## src/rtl/mem_arb_pkg.sv

```systemverilog
// mem_arb_pkg: shared types and constants for the two-requester memory arbiter.
//   state_t   : arbiter FSM states (IDLE, ISSUE, RESP)
//   req_id_t  : requester id (0 = core, 1 = DMA)
//   NUM_REQ, DEF_ADDR_W, DEF_DATA_W : sizing constants
package mem_arb_pkg;

    localparam int NUM_REQ    = 2;
    localparam int DEF_ADDR_W = 9;
    localparam int DEF_DATA_W = 32;

    typedef enum logic [1:0] {
        IDLE,
        ISSUE,
        RESP
    } state_t;

    typedef logic [0:0] req_id_t;

endpackage

```

## src/rtl/arb_pick.sv

```systemverilog
// arb_pick: winner selection for the two-requester memory arbiter.
// Optional feature macro: MEM_ARB_RR_EN
//   defined   : round-robin; ptr_q names the requester that wins the next tie
//               and moves to the other requester on every accepted grant.
//   undefined : fixed priority, requester 0 wins ties, no state at all.
// Ports:
//   clk, reset : clock / async active-high reset (round-robin build only)
//   take       : an arbitration is being accepted this cycle (round-robin only)
//   req        : request vector, bit n = requester n
//   win        : id of the selected requester (don't-care when req == 0)
module arb_pick
    import mem_arb_pkg::*;
(
`ifdef MEM_ARB_RR_EN
    input  logic               clk,
    input  logic               reset,
    input  logic               take,
`endif
    input  logic [NUM_REQ-1:0] req,
    output req_id_t            win
);

`ifdef MEM_ARB_RR_EN
    req_id_t ptr_q, ptr_d;

    always_comb begin
        win = ptr_q;
        if (req[0] && !req[1])
            win = 1'b0;
        else if (req[1] && !req[0])
            win = 1'b1;
        // After a grant the other requester gets priority on the next tie.
        ptr_d = take ? ~win : ptr_q;
    end

    always_ff @(posedge clk or posedge reset) begin
        if (reset)
            ptr_q <= '0;
        else
            ptr_q <= ptr_d;
    end
`else
    always_comb begin
        win = req[1] & ~req[0];
    end
`endif

endmodule

```

## src/rtl/mem_arbiter.sv

```systemverilog
// mem_arbiter: shares one single-port data memory between a core (r0) and a
// DMA engine (r1). One access per two cycles: arbitrate (IDLE/RESP) ->
// ISSUE (strobe + grant) -> RESP (read data captured, next arbitration).
// Optional feature macro: MEM_ARB_RR_EN (round-robin instead of fixed priority).
// Ports:
//   clk, reset                  : clock, async active-high reset
//   rN_req/we/addr/wdata        : requester N access request and fields
//   rN_gnt                      : one-cycle grant (ISSUE cycle)
//   rN_rvalid/rN_rdata          : read completion pulse and held read data
//   wr, rd, addr, wr_data       : memory strobes, address and write data
//   rd_data                     : memory read data, valid the cycle after rd
//   busy                        : FSM not in IDLE
module mem_arbiter
    import mem_arb_pkg::*;
#(
    parameter int DATA_W = DEF_DATA_W,
    parameter int ADDR_W = DEF_ADDR_W
) (
    input  logic              clk,
    input  logic              reset,
    input  logic              r0_req,
    input  logic              r0_we,
    input  logic [ADDR_W-1:0] r0_addr,
    input  logic [DATA_W-1:0] r0_wdata,
    output logic              r0_gnt,
    output logic              r0_rvalid,
    output logic [DATA_W-1:0] r0_rdata,
    input  logic              r1_req,
    input  logic              r1_we,
    input  logic [ADDR_W-1:0] r1_addr,
    input  logic [DATA_W-1:0] r1_wdata,
    output logic              r1_gnt,
    output logic              r1_rvalid,
    output logic [DATA_W-1:0] r1_rdata,
    output logic              wr,
    output logic              rd,
    output logic [ADDR_W-1:0] addr,
    output logic [DATA_W-1:0] wr_data,
    input  logic [DATA_W-1:0] rd_data,
    output logic              busy
);

    state_t                           state_q, state_d;
    req_id_t                          id_q, id_d;
    logic                             we_q, we_d;
    logic [ADDR_W-1:0]                addr_q, addr_d;
    logic [DATA_W-1:0]                wdata_q, wdata_d;
    logic [NUM_REQ-1:0]               gnt_q, gnt_d;
    logic                             wr_q, wr_d;
    logic                             rd_q, rd_d;
    logic [NUM_REQ-1:0]               rvalid_q, rvalid_d;
    logic [NUM_REQ-1:0][DATA_W-1:0]   rdata_q, rdata_d;

    logic [NUM_REQ-1:0] req_v;
    logic               take;
    req_id_t            win;

    assign req_v = {r1_req, r0_req};
    // Requests are only looked at outside ISSUE, so a requester still holding
    // req during its grant cycle is not double-counted.
    assign take  = (state_q != ISSUE) && (|req_v);

    arb_pick u_pick (
`ifdef MEM_ARB_RR_EN
        .clk   (clk),
        .reset (reset),
        .take  (take),
`endif
        .req   (req_v),
        .win   (win)
    );

    always_comb begin
        state_d  = state_q;
        id_d     = id_q;
        we_d     = we_q;
        addr_d   = addr_q;
        wdata_d  = wdata_q;
        gnt_d    = '0;
        wr_d     = 1'b0;
        rd_d     = 1'b0;
        rvalid_d = '0;
        rdata_d  = rdata_q;

        case (state_q)
            IDLE, RESP: state_d = take ? ISSUE : IDLE;
            ISSUE:      state_d = RESP;
            default:    state_d = IDLE;
        endcase

        // Read completion: memory data is valid during RESP.
        if (state_q == RESP && !we_q) begin
            rvalid_d[id_q] = 1'b1;
            rdata_d[id_q]  = rd_data;
        end

        // Latch the winner; its strobes and grant appear next cycle (ISSUE).
        // addr_q/wdata_q double as the memory-side outputs, so they hold
        // their last driven value until the next grant.
        if (take) begin
            id_d        = win;
            we_d        = win[0] ? r1_we    : r0_we;
            addr_d      = win[0] ? r1_addr  : r0_addr;
            wdata_d     = win[0] ? r1_wdata : r0_wdata;
            gnt_d[win]  = 1'b1;
            wr_d        = we_d;
            rd_d        = !we_d;
        end
    end

    always_ff @(posedge clk or posedge reset) begin
        if (reset) begin
            state_q  <= IDLE;
            id_q     <= '0;
            we_q     <= 1'b0;
            addr_q   <= '0;
            wdata_q  <= '0;
            gnt_q    <= '0;
            wr_q     <= 1'b0;
            rd_q     <= 1'b0;
            rvalid_q <= '0;
            rdata_q  <= '0;
        end else begin
            state_q  <= state_d;
            id_q     <= id_d;
            we_q     <= we_d;
            addr_q   <= addr_d;
            wdata_q  <= wdata_d;
            gnt_q    <= gnt_d;
            wr_q     <= wr_d;
            rd_q     <= rd_d;
            rvalid_q <= rvalid_d;
            rdata_q  <= rdata_d;
        end
    end

    assign r0_gnt    = gnt_q[0];
    assign r1_gnt    = gnt_q[1];
    assign r0_rvalid = rvalid_q[0];
    assign r1_rvalid = rvalid_q[1];
    assign r0_rdata  = rdata_q[0];
    assign r1_rdata  = rdata_q[1];
    assign wr        = wr_q;
    assign rd        = rd_q;
    assign addr      = addr_q;
    assign wr_data   = wdata_q;
    assign busy      = (state_q != IDLE);

endmodule

```

## config.mk

```make
export PLATFORM = sky130hd
export DESIGN_NAME = mem_arbiter
export DESIGN_NICKNAME = d
export VERILOG_FILES = /design/src/rtl/mem_arb_pkg.sv /design/src/rtl/arb_pick.sv /design/src/rtl/mem_arbiter.sv
export SDC_FILE = /design/constraint.sdc
export NUM_CORES = 1
export LEC_CHECK = 0
export ABC_AREA = 1
export CAP_MARGIN = 20
export CORE_MARGIN = 3
export CORE_UTILIZATION = 42
export CTS_BUF_LIST = sky130_fd_sc_hd__clkbuf_8 sky130_fd_sc_hd__clkbuf_16
export CTS_CLUSTER_SIZE = 12
export DETAILED_ROUTE_END_ITERATION = 12
export PLACE_DENSITY = 0.84
export SLEW_MARGIN = 10
export SYNTH_ARGS = -nofsm -noshare
export SYNTH_HDL_FRONTEND = slang
export SYNTH_HIERARCHICAL = 1
export SYNTH_SLANG_ARGS = --single-unit
```

## constraint.sdc

```tcl
create_clock -name clk -period 4.24 [get_ports clk]
set_clock_uncertainty 0.05 [all_clocks]
set_input_delay 0.848 -clock clk [delete_from_list [all_inputs] [get_ports clk]]
set_output_delay 0.848 -clock clk [all_outputs]
set_load 0.01 [all_outputs]
```

Yosys cells after proc, flatten, opt, wreduce, memory -nomap -nowiden. Cells that the tools add are included.

Register bits after elaboration: 115. Word-level logic and storage cells: 46.

Magnitude comparators: 4. Eq/ne operators: 3. Muxes and demuxes: 16. Bitwise operators: 2. Reduce and logical (&&, ||, !) cells: 10.

Operators by type and width (number): bitwise mux 64 bit (1); 2-to-1 mux 32 bit (2); demux 32 bit (select 1 bit) (1); 2-to-1 mux 9 bit (1); 2-to-1 mux 1 bit (6); logical AND 1 bit (4); < comparator 1 x 2 -> 1 bit, second input constant (2); 2-to-1 mux 2 bit (2); case mux 2 bit (2 select lines) (1); OR reduction 2 bit (2); demux 1 bit (select 1 bit) (2); equality test 2 x 1 -> 1 bit, second input constant (1); equality test 2 bit, second input constant (1); >= comparator 1 bit, second input constant (2); zero test 1 bit (2); zero test 2 bit (1); != test 2 x 1 -> 1 bit, second input constant (1); nonzero test 2 bit (1); AND 1 bit (1); inverter 1 bit (1).

Longest topological paths before layout. Gate-level depths: netlist of run 1.

Depth after elaboration: 7. Gate-level depth with buffers: 9. Gate-level depth less buffers: 7.

Hierarchy. Netlist of run 1, hierarchy kept.

Modules (own cells, without submodules): mem_arbiter (times used 1, cells an instance 629, area each 5091.1 um^2); arb_pick (times used 1, cells an instance 2, area each 10.0 um^2).

Worst setup path before layout of run 1. OpenSTA, ideal clock, no wires.

Kind: in2reg. From: in r1_req. To: reg addr_q[0], in the netlist addr[0]. Arrival time: 1491 ps. Setup slack: 2582 ps. Cell stages on the path: 9. Buffers on the path: 2. Cell sequence: inv_1 > nor2_2 > buf_2 > inv_2 > buf_2 > nand2_1 > nand2_1 > nand2_1 > nand2_1.

Cells in the longest elaborated chain, start to end: 2. Elaborated cells between the ends (all ways): 4.

Ends and longest elaborated chain: from (decl) (line mem_arbiter.sv:28) `input logic r1_req,`; AND 1 bit (line arb_pick.sv:44) `win = req[1] & ~req[0];`; named net win (line mem_arbiter.sv:56) `req_id_t win;`; 2-to-1 mux 9 bit (line mem_arbiter.sv:103) `addr_d = win[0] ? r1_addr : r0_addr;`; to (signal assigned) (line mem_arbiter.sv:127) `addr_q <= addr_d;`; to (decl) (line mem_arbiter.sv:46) `logic [ADDR_W-1:0] addr_q, addr_d;`.

The timed path passes the listed nets, and every way through them passes these cells. A chain may end at the register's enable or synchronous reset.

Final worst setup path of run 1.
From: reg state_q[0]. To: out busy.

Cells in the longest elaborated chain, start to end: 1.

Ends and longest elaborated chain: from (decl) (line mem_arbiter.sv:43) `state_t state_q, state_d;`; from (signal assigned) (line mem_arbiter.sv:124) `state_q <= state_d;`; nonzero test 2 bit (line mem_arbiter.sv:147) `assign busy = (state_q != IDLE);`; to (decl) (line mem_arbiter.sv:40) `output logic busy`.

Every way passes these cells.

==> impl_metrics.py, run 1 <==
metrics = {
    "power": {
        "pwr_density_cell_nw_per_um2": 596,
        "leakage_uw": 0.00402,
        "peakVddDrop_mv": 0.241,
    },
    "setup_path": {
        "crit_chain": "or2_2, clkdlybuf4s50_1",
        "required_ns": 3.34,
        "cp_top_family": "buffers and inverters",
        "cp_num_buf_inv": 1,
        "path_max_fanout": 4,
        "critPathArrivalTime_ns": 1.62,
        "critPathKind": "reg2out",
        "slowest_stage": "clkdlybuf4s50_1",
        "max_stage_delay_ns": 0.50,
        "endpoint_kind": "primary output",
        "worst_setup_path_start_kind": "register",
    },
    "floorplan": {
        "die_h_um": 116,
        "die_area_sq_um": 13500,
        "boundaryPins": 232,
        "row_count": 39,
        "die_x_um": 116,
        "initial_core_util_pct": 43.7,
        "core_sq_um": 11700,
    },
    "logic_synthesis": {
        "synth_top_family_by_area": "simple AND/OR/NAND/NOR gates",
        "synth_top_area_share_pct": 56.4,
        "synth_largest_area_cell": "dfrtp_1",
        "synthTopCellsByArea": "dfrtp_1, nand2_1, nand4_1",
        "yosys_warnings": 6,
        "synthXorXnorAreaFrac_pct": 0,
        "synth_compound_area_share_pct": 0.0981,
        "syn_inst": 631,
        "ys_seq_elements": 115,
        "yosysUniqueCellTypes": 17,
        "avgSynthCellArea_sq_um": 8.08,
        "synth_seq_area_share_pct": 56.4,
        "synth_area_sq_um": 5100,
        "synth_simple_gate_area_share_pct": 37.3,
        "synthAdderAreaFrac_pct": 0,
        "synth_mux_area_share_pct": 0,
        "synthesis.nets": 751,
    },
    "sta": {
        "whs_ns": 0.418,
        "fmax_mhz": 397,
        "hold_viol": 0,
        "tns_ns": 0,
        "setup_violations": 0,
        "rsz0062_at_grt": "no",
        "finalWorstSetupSlack_ns": 1.72,
        "fin_crit_sh_pct": 59.4,
        "fin_crit_ns": 2.52,
        "slew_headroom_pct": 50.4,
        "finalMaxSlewViolations": 0,
        "tightest_slew_ns": 0.743,
    },
    "clock_tree": {
        "post-cts-setup-buffers": 0,
        "htreeDepth": 4,
        "cts_buffer_depth": 2,
        "cts_tree": "built",
        "clkLatencyLatePin_ns": 0.40,
        "clkSlewWorstSetupHoldPaths_ns": 0.05,
        "cts_root_buf": "clkbuf_16",
        "cts_buffers": 17,
        "cts.sinks": 115,
        "cts_hold_buf": 0,
        "cts_resized": 0,
    },
    "place": {
        "place_hpwl_mm": 10.8,
        "place_area_sq_um": 7390,
        "portBuffers": 231,
        "place_ws_ns": 1.46,
        "globalplace.congestion": 0.845,
    },
    "global_routing": {
        "grt_max_degree": 59,
        "antenna_found_initial": 0,
        "overflow": 0,
        "grt_use_total_pct": 24.0,
        "grt_pass1_vias": 5005,
        "grt_pass1_wl_mm": 25.0,
    },
    "status": {
        "status": "completed",
    },
    "finish": {
        "most-common-layout-cells": "nand2_1, clkdlybuf4s50_1, dfrtp_1",
        "fin_area_sq_um": 8060,
        "fin_util_pct": 69.1,
        "regArea_sq_um": 2880,
        "drive_gt1_share_pct": 5.61,
        "fillCellCount": 933,
        "final_nets": 962,
        "antenna_cells": 0,
        "mostFrequentLayoutCell": "nand2_1",
        "syn_to_final_growth_pct": 57.9,
        "multi_input_area_sq_um": 1910,
    },
    "run": {
        "max_cap_violations": 0,
    },
    "min_path": {
        "holdCritPathClass": "reg2reg",
    },
    "routing": {
        "drtPass1Iterations": 5,
        "drt-initial-drc-count": 358,
        "drc": 0,
        "wl_per_cell_um": 15.7,
        "drtAntennaViolNets": 0,
        "num_vias": 5003,
        "via_per_inst": 5.01,
        "finalWirelength_mm": 15.6,
    },
}
==> synthesized netlist by cell type (all sizes together) <==
| cell type | number |
|---|---|
| nand2 | 384 |
| clkbuf | 1 |
| nand3 | 2 |
| inv | 13 |
| o21ai | 1 |
| nor2 | 6 |
| buf | 44 |
| dfrtp | 115 |
| or2 | 1 |
| nand4 | 64 |
==> report_power, final <==
group	internal, uW	leakage (uW)	switching, uW	total [uW]
Sequential	1460	0.00141	207	1660
Clock	1120	0.000333	492	1610
Combinational	840	0.00228	690	1530
Total	3410	0.00402	1390	4800
==> registers in the layout (all words and copies together), names as in the netlist <==
register  count
addr          9
r0_rdata     32
wr            1
id_q          1
gnt_q         2
rd            1
wr_data      32
we_q          1
rvalid_q      2
r1_rdata     32
state_q       2
==> path summary, 6_finish.rpt <==
kind / start / end / slack, ns / cells after the start
max in group asynchronous: reset / id_q / 2.47 / 3
worst max register to register: state_q[0] / r1_rdata[5] / 1.74 / 5
min in group asynchronous: reset / wr_data[15] / 0.88 / 2
worst min register to register: r0_rdata[5] / r0_rdata[5] / 0.42 / 2
worst min-delay path: r0_rdata[5] / r0_rdata[5] / 0.42 / 2
worst max-delay path: state_q[0] / busy / 1.72 / 2
==> stage by stage <==
stage	total power (uW)	instances
after detailed placement	3220	966
after CTS	4840	998
after global routing	5090	998
final	4800	998
after floorplan	2250	631
after global placement	3180	966
==> cell type report <==
cell class	count	area share, %
Clock buffer	22	6.13
Clock inverter	10	2.19
Inverter	13	0.637
Multi-Input combinational cell	458	23.7
Sequential cell	115	35.7
Tap cell	143	2.22
Timing Repair Buffer	237	29.4
==> per-layer routing <==
layer / GRT usage, % / vias up / routed length, um
met5: 0 / - / 0
met4: 12.1 / 0 / 540
met3: 7.77 / 39 / 1520
met2: 38.7 / 232 / 7470
met1: 28.9 / 2316 / 6120
li1: - / 2416 / -
==> worst reg2reg max path, delay by kind of cell, from the launching register on <==
kind / cells / cell delay [ns]
simple gates: 4 / 1.40
flops: 1 / 0.42
buf+inv: 1 / 0.50
==> logic make-up after synthesis <==
family | count (synthesis)
DFF | 115
and+or+nand+nor | 457
AOI/OAI and AO/OA | 1
buffers and inverters | 58
Note: power is estimated with default switching activity, not from simulation.
==> run 2: changes to the inputs <==
CORE_UTILIZATION = 38   (was 42)
PLACE_DENSITY = 0.8   (was 0.84)
clock period = 2.2 ns   (was 4.24 ns; I/O delays follow)
==> run 2 against run 1 <==
  * Sequential power grew 93%
  * Die area up 10%
  * Flip-flop and latch count stayed put
  * Largest cell class unchanged
  * Global-route usage shrank 2.7 points
  * Final cell count grew 3.9%
  * Largest power group unchanged
  * Sequential share of layout area fell by 0.41 points
==> impl_metrics.py, run 2 (same netlist as run 1, synthesis figures left out) <==
metrics = {
    "status": {
        "status": "completed",
    },
    "global_routing": {
        "overflow": 0,
        "grt_pass1_wl_mm": 24.6,
        "antenna_found_initial": 0,
        "grt_pass1_vias": 4887,
        "grt_max_degree": 72,
        "grt_use_total_pct": 21.3,
    },
    "clock_tree": {
        "post-cts-setup-buffers": 0,
        "cts_tree": "built",
        "cts.sinks": 115,
        "cts_hold_buf": 0,
        "cts_buffers": 17,
        "clkLatencyLatePin_ns": 0.40,
        "clkSlewWorstSetupHoldPaths_ns": 0.05,
        "cts_buffer_depth": 2,
        "cts_root_buf": "clkbuf_16",
        "htreeDepth": 4,
        "cts_resized": 0,
    },
    "setup_path": {
        "path_max_fanout": 4,
        "required_ns": 1.71,
        "r2r_cells": 6,
        "reg2reg_slack_ns": 0.59,
        "startpoint": "state_q[0]",
        "regToRegStartpoint": "state_q[0]",
        "slowest_stage": "clkdlybuf4s50_1",
        "max_stage_delay_ns": 0.49,
        "critPathKind": "reg2out",
        "crit_chain": "or2_2, clkdlybuf4s50_1",
        "critPathArrivalTime_ns": 1.62,
        "worst_setup_path_start_kind": "register",
        "endpoint_kind": "primary output",
        "r2r-end": "r0_rdata[8]",
    },
    "sta": {
        "fmax_mhz": 475,
        "fin_crit_sh_pct": 95.8,
        "slew_headroom_pct": 59.7,
        "hold_viol": 0,
        "whs_ns": 0.416,
        "finalMaxSlewViolations": 0,
        "fin_crit_ns": 2.11,
        "rsz0062_at_grt": "no",
        "setup_violations": 0,
        "tightest_slew_ns": 0.605,
        "tns_ns": 0,
    },
    "min_path": {
        "holdCritPathClass": "reg2reg",
        "hold_path_depth": 2,
        "holdPathEnd": "r0_rdata[24]",
        "hp-start": "r0_rdata[24]",
    },
    "power": {
        "peakVddDrop_mv": 0.465,
        "leakage_uw": 0.00405,
        "pwr_density_cell_nw_per_um2": 1120,
    },
    "routing": {
        "drtAntennaViolNets": 0,
        "wl_per_cell_um": 15.1,
        "via_per_inst": 4.74,
        "drtPass1Iterations": 4,
        "num_vias": 4917,
        "drc": 0,
        "finalWirelength_mm": 15.6,
        "drt-initial-drc-count": 342,
    },
    "finish": {
        "final_nets": 972,
        "most-common-layout-cells": "nand2_1, clkdlybuf4s50_1, dfrtp_1",
        "final_cells": 1037,
        "regArea_sq_um": 2880,
        "syn_to_final_growth_pct": 59.8,
        "drive_gt1_share_pct": 6.71,
        "fillCellCount": 1086,
        "fin_util_pct": 63.3,
        "multi_input_area_sq_um": 1910,
        "mostFrequentLayoutCell": "nand2_1",
        "fin_area_sq_um": 8150,
    },
    "floorplan": {
        "die_h_um": 122,
        "core_sq_um": 12900,
        "die_area_sq_um": 14800,
        "initial_core_util_pct": 39.6,
        "boundaryPins": 232,
        "row_count": 41,
        "die_x_um": 122,
    },
    "place": {
        "portBuffers": 231,
        "placed_cells": 1005,
        "place_area_sq_um": 7520,
        "globalplace.congestion": 0.829,
        "place_hpwl_mm": 11.1,
    },
    "run": {
        "max_cap_violations": 0,
    },
}
run 2: cell types whose count changed in the layout (fill, tap and decap cells not counted):
cell        delta
clkinv_2       +3
buf_4          +8
diode_2        +1
clkbuf_8       -2
inv_1          -1
inv_4          -1
bufinv_16      -1
buf_12         +2
clkinvlp_4     +1
run 2: power breakdown:
part	leakage, uW	switching, uW	internal (uW)
logic	0.00233	1340	1650
registers	0.00141	406	2810
clock network	0.000311	945	1970
total	0.00405	2690	6420
run 2: cell type report:
| cell class | instances | share of cell area [%] |
|---|---|---|
| multi-input cells | 458 | 23.4 |
| inverters | 13 | 0.645 |
| diodes | 1 | 0.0307 |
| clock inverters | 11 | 1.93 |
| well taps | 172 | 2.64 |
| clock buffers | 20 | 5.73 |
| flip-flops and latches | 115 | 35.3 |
| repair buffers | 247 | 30.3 |
run 2: worst max-delay path by stage:
stage / to / slack, ns / depth (start not counted)
final: busy / 0.09 / 2
after detailed placement: addr[1] / 0.35 / 9
after global placement: addr[1] / 0.37 / 9
after CTS: busy / 0.05 / 2
after global routing: busy / 0.02 / 2
after floorplan: addr[0] / 0.31 / 1
run 2: per-layer routing:
layer | part of all wire (%) | global-route usage, %
met4 | 2.1 | 7.84
met5 | 0 | 0
met2 | 49 | 35.2
met3 | 9.1 | 8.22
met1 | 40 | 25.3
run 2: critical path: cells and delay by family, from the launching register on:
| family | cells | cell delay, ns |
|---|---|---|
| and+or+nand+nor | 1 | 0.31 |
| buffers and inverters | 1 | 0.49 |
| DFF | 1 | 0.42 |
run 2: stage by stage:
step	power, uW	worst slack [ns]
2_1_floorplan	4330	0.311
3_3_place_gp	6190	0.371
3_5_place_dp	6250	0.353
4_1_cts	9200	0.0523
5_1_grt	9650	0.0150
6_report	9100	0.0933
